## config.mk

```make
export PLATFORM = sky130hd
export DESIGN_NAME = secded_decoder_pipe
export DESIGN_NICKNAME = d
export VERILOG_FILES = /design/src/rtl/secded_pkg.sv /design/src/rtl/secded_syndrome.sv /design/src/rtl/secded_decoder_pipe.sv
export SDC_FILE = /design/constraint.sdc
export NUM_CORES = 1
export LEC_CHECK = 0
export CORE_AREA = 3 3 145 147
export CTS_CLUSTER_SIZE = 14
export DETAILED_ROUTE_END_ITERATION = 12
export DIE_AREA = 0 0 148 150
export GPL_TIMING_DRIVEN = 1
export HOLD_SLACK_MARGIN = 0.08
export SLEW_MARGIN = 25
export SYNTH_ARGS = -nofsm -noshare
export SYNTH_HDL_FRONTEND = slang
export SYNTH_SLANG_ARGS = --single-unit
```

## constraint.sdc

```tcl
create_clock -name clk -period 5 [get_ports clk]
set_input_delay 1 -clock clk [delete_from_list [all_inputs] [get_ports clk]]
set_output_delay 1 -clock clk [all_outputs]
set_load 0.005 [all_outputs]
```

## src/rtl/secded_pkg.sv

```systemverilog
// SEC-DED code helpers: code-position mapping and reference encoder.
package secded_pkg;

   localparam int DATA_W  = 32;
   localparam int CHK_W   = 7;
   localparam int MAX_POS = DATA_W + CHK_W - 1;

   // Code position of data bit i: the i-th non-power-of-two position >= 3.
   function automatic int data_pos(input int i);
      int pos;
      pos = 3;
      for (int k = 0; k <= i; k++) begin
         while ((pos & (pos - 1)) == 0) pos++;
         if (k < i) pos++;
      end
      return pos;
   endfunction

   // Check bits for a data word: Hamming bits zero the syndrome, top bit gives even overall parity.
   function automatic logic [CHK_W-1:0] secded_encode(input logic [DATA_W-1:0] data);
      logic [CHK_W-1:0] chk;
      int               pos;
      chk = '0;
      for (int i = 0; i < DATA_W; i++) begin
         pos = data_pos(i);
         for (int j = 0; j < CHK_W - 1; j++) begin
            if (data[i] && pos[j]) chk[j] = ~chk[j];
         end
      end
      chk[CHK_W-1] = ^{data, chk[CHK_W-2:0]};
      return chk;
   endfunction

endpackage

```

## src/rtl/secded_syndrome.sv

```systemverilog
// Combinational Hamming syndrome and overall parity of a received code word.
module secded_syndrome #(
   parameter int DATA_W = 32,
   parameter int CHK_W  = 7
) (
   input  logic [DATA_W-1:0] data_i,
   input  logic [CHK_W-1:0]  chk_i,
   output logic [CHK_W-2:0]  syn_o,
   output logic              par_o
);
   import secded_pkg::*;

   localparam int HW = CHK_W - 1;

   logic [HW-1:0] contrib [DATA_W];
   logic [HW-1:0] syn_c;

   for (genvar i = 0; i < DATA_W; i++) begin : g_contrib
      assign contrib[i] = data_i[i] ? HW'(data_pos(i)) : '0;
   end

   // XOR of the positions of every set data and Hamming check bit.
   always_comb begin
      syn_c = '0;
      for (int i = 0; i < DATA_W; i++) syn_c = syn_c ^ contrib[i];
      for (int j = 0; j < HW; j++) begin
         if (chk_i[j]) syn_c = syn_c ^ (HW'(1) << j);
      end
   end

   assign syn_o = syn_c;
   assign par_o = ^{data_i, chk_i};

endmodule

```

## src/rtl/secded_decoder_pipe.sv

```systemverilog
// Two-stage SEC-DED decoder with valid/ready on both sides and saturating CE/UE counters.
module secded_decoder_pipe #(
   parameter int DATA_W = 32,
   parameter int CHK_W  = 7,
   parameter int CNT_W  = 16
) (
   input  logic              clk,
   input  logic              rst_n,
   input  logic              corr_en,
   input  logic              in_valid,
   output logic              in_ready,
   input  logic [DATA_W-1:0] in_data,
   input  logic [CHK_W-1:0]  in_chk,
   output logic              out_valid,
   input  logic              out_ready,
   output logic [DATA_W-1:0] out_data,
   output logic              out_ce,
   output logic              out_ue,
   output logic [CHK_W-1:0]  out_syn,
   output logic [CNT_W-1:0]  ce_cnt,
   output logic [CNT_W-1:0]  ue_cnt,
   input  logic              cnt_clr
);
   import secded_pkg::*;

   localparam int            HW    = CHK_W - 1;
   localparam int            MAX_P = DATA_W + CHK_W - 1;
   localparam logic [HW-1:0] MAX_S = HW'(MAX_P);

   if ((2 ** HW) < (DATA_W + CHK_W)) begin : g_chk_w_too_small
      $error("secded_decoder_pipe: CHK_W too small for DATA_W");
   end

   logic              s1_v_q, s1_par_q, s1_en_q;
   logic [DATA_W-1:0] s1_data_q;
   logic [HW-1:0]     s1_syn_q;
   logic              s2_v_q, s2_ce_q, s2_ue_q;
   logic [DATA_W-1:0] s2_data_q;
   logic [CHK_W-1:0]  s2_syn_q;
   logic [CNT_W-1:0]  ce_cnt_q, ce_cnt_d, ue_cnt_q, ue_cnt_d;

   logic [HW-1:0]     syn_w;
   logic              par_w;
   logic              s1_adv, s2_adv, out_xfer, syn_pow2;
   logic [DATA_W-1:0] flip_mask, s2_data_d;
   logic              s2_ce_d, s2_ue_d;
   logic [CHK_W-1:0]  s2_syn_d;

   assign s2_adv   = !s2_v_q | out_ready;
   assign s1_adv   = !s1_v_q | s2_adv;
   assign out_xfer = s2_v_q & out_ready;

   secded_syndrome #(.DATA_W(DATA_W), .CHK_W(CHK_W)) u_syn (
      .data_i (in_data),
      .chk_i  (in_chk),
      .syn_o  (syn_w),
      .par_o  (par_w)
   );

   // S1: capture the raw word with its syndrome and correction mode.
   always_ff @(posedge clk or negedge rst_n) begin
      if (!rst_n) begin
         s1_v_q    <= 1'b0;
         s1_data_q <= '0;
         s1_syn_q  <= '0;
         s1_par_q  <= 1'b0;
         s1_en_q   <= 1'b0;
      end else if (s1_adv) begin
         s1_v_q <= in_valid;
         if (in_valid) begin
            s1_data_q <= in_data;
            s1_syn_q  <= syn_w;
            s1_par_q  <= par_w;
            s1_en_q   <= corr_en;
         end
      end
   end

   for (genvar i = 0; i < DATA_W; i++) begin : g_flip
      assign flip_mask[i] = (s1_syn_q == HW'(data_pos(i)));
   end

   // Zero also counts here: a lone overall-parity error is handled like a check-bit error.
   assign syn_pow2 = (s1_syn_q & (s1_syn_q - HW'(1))) == '0;

   // Classify the error and correct a single flipped data bit.
   always_comb begin
      s2_data_d = s1_data_q;
      s2_ce_d   = 1'b0;
      s2_ue_d   = 1'b0;
      s2_syn_d  = '0;
      if (s1_en_q) begin
         s2_syn_d = {s1_par_q, s1_syn_q};
         if (s1_par_q) begin
            if (syn_pow2) begin
               s2_ce_d = 1'b1;
            end else if (s1_syn_q > MAX_S) begin
               s2_ue_d = 1'b1;
            end else begin
               s2_ce_d   = 1'b1;
               s2_data_d = s1_data_q ^ flip_mask;
            end
         end else if (s1_syn_q != '0) begin
            s2_ue_d = 1'b1;
         end
      end
   end

   // S2: output register, held while the consumer stalls.
   always_ff @(posedge clk or negedge rst_n) begin
      if (!rst_n) begin
         s2_v_q    <= 1'b0;
         s2_data_q <= '0;
         s2_ce_q   <= 1'b0;
         s2_ue_q   <= 1'b0;
         s2_syn_q  <= '0;
      end else if (s2_adv) begin
         s2_v_q <= s1_v_q;
         if (s1_v_q) begin
            s2_data_q <= s2_data_d;
            s2_ce_q   <= s2_ce_d;
            s2_ue_q   <= s2_ue_d;
            s2_syn_q  <= s2_syn_d;
         end
      end
   end

   // Saturating event counters; clear wins over a same-cycle increment.
   always_comb begin
      ce_cnt_d = ce_cnt_q;
      ue_cnt_d = ue_cnt_q;
      if (cnt_clr) begin
         ce_cnt_d = '0;
         ue_cnt_d = '0;
      end else if (out_xfer) begin
         if (s2_ce_q && !(&ce_cnt_q)) ce_cnt_d = ce_cnt_q + CNT_W'(1);
         if (s2_ue_q && !(&ue_cnt_q)) ue_cnt_d = ue_cnt_q + CNT_W'(1);
      end
   end

   // Counter registers.
   always_ff @(posedge clk or negedge rst_n) begin
      if (!rst_n) begin
         ce_cnt_q <= '0;
         ue_cnt_q <= '0;
      end else begin
         ce_cnt_q <= ce_cnt_d;
         ue_cnt_q <= ue_cnt_d;
      end
   end

   assign in_ready  = s1_adv;
   assign out_valid = s2_v_q;
   assign out_data  = s2_data_q;
   assign out_ce    = s2_ce_q;
   assign out_ue    = s2_ue_q;
   assign out_syn   = s2_syn_q;
   assign ce_cnt    = ce_cnt_q;
   assign ue_cnt    = ue_cnt_q;

endmodule

```

==> qor.yml <==
tightest_slew_ps: 883
grt_overflow: 0
top_usage_layer: "met2"
vias: 4371
fin_worst_skew_ps: 8.53
rsz0062_at_grt: "no"
hold_class: "reg2reg"
fin_crit_sh_pct: 64.8
outcome: "completed"
cts_tree: "built"
power.switching_mw: 0.976
grt_use_met1_pct: 19.9
drc: 0
fin_crit_ps: 3240
first_pass_iters: 4
p_comb_share_pct: 24.9
holdPathStages: 2
synth_top_area_cell: "dfrtp_1"
cts_root_buffer: "clkbuf_16"
grt_use_total_pct: 14.1
postRouteWirelength_um: 15000
worst_ir_drop_vdd_mv: 0.235
routabilityCongestion: 0.802
synthArstFlopShare_pct: 100
slew_violations: 0
yosysWarnings: 0
viasPerCell: 4.49
hold_end: "out_syn[1]$_DFFE_PN0P_"
cts-htree-levels: 4
setup_viol_count_final: 0
final-hold-violation-count: 0
ys_types: 40
ys_top_cells_by_area: "dfrtp_1, xnor2_1, mux2_2, nand2_1, xor2_1"
grt_pass1_vias: 4416
rr_startpoint: "s1_en_q$_DFFE_PN0P_"
boundaryPins: 120
dpl_cell_area_um2: 7370
path_class: "in2out"
worst_setup_path_start_kind: "input port"
p_leak_nw: 3.16
path_cells: "clkdlybuf4s50_1 > nand3b_1 > clkdlybuf4s50_1"
multi_input_area_um2: 2930
insertion_delay_ps: 410
fin_nets: 737
cts_resized: 0
clock-sinks: 115
use_met2_pct: 21.7
drt_iter0_drc: 136
gr-usage-met3_pct: 4.15
netSwitchingFraction_pct: 29.0
slew_headroom_pct: 40.6
r2r_setup_slack_ps: 2920
die-height_um: 150
cp_slowest_stage_delay_ps: 530
dpl.hpwl_um: 11200
fmax_ghz: 0.308
setup_tns_ps: 0
ant_nets: 0
clock_path_buffers: 2
path_max_fanout: 4
cts_buffers: 17
p_int_mw: 2.38
syn_nets: 618
pwr-share-clk_pct: 37.8
postCtsHoldBufs: 0
die_w_um: 148
antenna_found_initial: 0
hp-start: "out_syn[1]$_DFFE_PN0P_"
r2r_end: "out_data[17]$_DFFE_PN0P_"
ff_latch_area_um2: 2880
core-area_um2: 20000
core.rowCount: 52
synth_edf_count: 0
ys.flop_type: "dfrtp_1"
synth_top_area_share_pct: 48.8
nFillCells: 2061
grt_max_degree: 66
area_growth_syn_to_layout_pct: 35.5
netlist_instances: 571
cpMaxStageDelayCell: "clkdlybuf4s50_1"
port_buffers: 119
cpMostUsedCell: "clkdlybuf4s50_1"
synth_seq_area_share_pct: 48.8
ys_ff_latch: 115
syn_avg_cell_area_um2: 10.3
dieArea_um2: 22200
pwr-share-seq_pct: 37.3
final_cell_area_um2: 7990
avgRoutedWirePerCell_um: 15.4
worst_ep_arrival_time_ps: 2240
num_antenna_cells: 0
required_ps: 4000
synth_area_um2: 5900
cts_setup_buffers: 0
power.density_nw_per_um2: 421
grt_pass1_wl_um: 24400
initial_core_util_pct: 29.4
drv_cap: 0
clkSlewWorstSetupHoldPaths_ps: 50
drive_above_1_share_pct: 11.0
reg2regPathDepth: 6
critPathCaptureType: "output pin"
==> power groups by stage <==
stage          Combinational [mW]  Clock (mW)  Sequential, mW
5_1_grt                     0.927        1.34            1.29
3_5_place_dp                0.850           0            1.27
4_1_cts                     0.856        1.29            1.25
3_3_place_gp                0.844           0            1.26
6_report                    0.838        1.27            1.25
2_1_floorplan               0.529           0            1.19
==> cell type report <==
class	instances	area share [%]
clock inverters	9	1.57
repair buffers	122	15.1
inverters	4	0.188
flip-flops and latches	115	36.0
well taps	270	4.23
clock buffers	23	6.23
multi-input cells	430	36.7
==> Yosys cell counts, types with 6 or more instances <==
master	number
nand3_1	15
clkbuf_1	20
o21ai_1	20
nand2_1	84
nor2_1	57
dfrtp_1	115
xor2_1	34
nor4_1	6
o21ai_0	25
mux2_2	35
nor3_1	6
xnor3_1	6
nand4_1	10
nand2b_1	6
xnor2_1	84
==> cell usage in the layout (no fill, tap or decap), types with 2 or more instances in the layout <==
master             n
nor2b_1            4
inv_1              4
xnor2_2            2
mux2i_1            4
o21ai_1           20
nor3_1             6
buf_4              4
nand4_1           10
xor2_1            34
nor3b_1            5
nand2b_1           6
xnor3_1            6
clkbuf_8           5
nor2_1            57
mux2_2            35
dfrtp_1          115
clkdlybuf4s50_1  117
clkbuf_16         17
clkinv_2           4
nand3_1           15
bufinv_16          3
ha_1               2
clkinvlp_4         2
and4_1             2
xnor2_1           84
o211ai_1           2
and3_1             3
nand2_1           82
nand3b_1           2
a21oi_1            4
nor4_1             6
o21ai_0           25
==> stage by stage <==
stage | util [%] | power (mW) | instances | hold WS [ps] | setup WS (ps)
after floorplan | - | 1.72 | 571 | 457 | 2450
after global placement | 36.8 | 2.11 | 941 | 462 | 1740
after detailed placement | 36.8 | 2.12 | 941 | 471 | 1750
after CTS | 39.9 | 3.40 | 973 | 482 | 1760
after global routing | 39.9 | 3.56 | 973 | 511 | 1710
final | 39.9 | 3.36 | 973 | 472 | 1760
==> state kept, by name, summed over array words and instances (netlist names) <==
name,count
out_data,32
out_valid,1
s1_par_q,1
ce_cnt,16
s1_v_q,1
ue_cnt,16
out_syn,7
s1_data_q,32
out_ue,1
s1_en_q,1
out_ce,1
s1_syn_q,6
==> critical path: cells and delay by family <==
kind | cells | cell delay [ps]
and+or+nand+nor | 1 | 210
buffers and inverters | 2 | 1030
==> worst max-delay path by stage <==
stage / startpoint / end
after global routing: out_ready / in_ready
after detailed placement: in_data[8] / s1_par_q$_DFFE_PN0P_
after global placement: in_data[8] / s1_par_q$_DFFE_PN0P_
after CTS: out_ready / in_ready
after floorplan: in_data[8] / s1_par_q$_DFFE_PN0P_
final: out_ready / in_ready
==> logic make-up (layout without fill, tap and decap cells) <==
group                    count (synthesis)  after routing  share of synthesized area (%)
buffers and inverters                   26            158                           1.68
adder cells (fa/ha/maj)                  2              2                          0.424
AO/OA/AOI/OAI                           59             59                           5.54
flip-flops                             115            115                           48.8
AND/OR/NAND/NOR                        203            203                           15.5
XOR/XNOR                               127            127                           20.6
multiplexers                            39             39                           7.36
==> routing by layer <==
layer  share of wire, %  wire [µm]
met5                  0          0
met4               0.59         89
met3                6.1        921
met1                 48       7190
met2                 45       6830
Power figures use the tool's default switching activity.
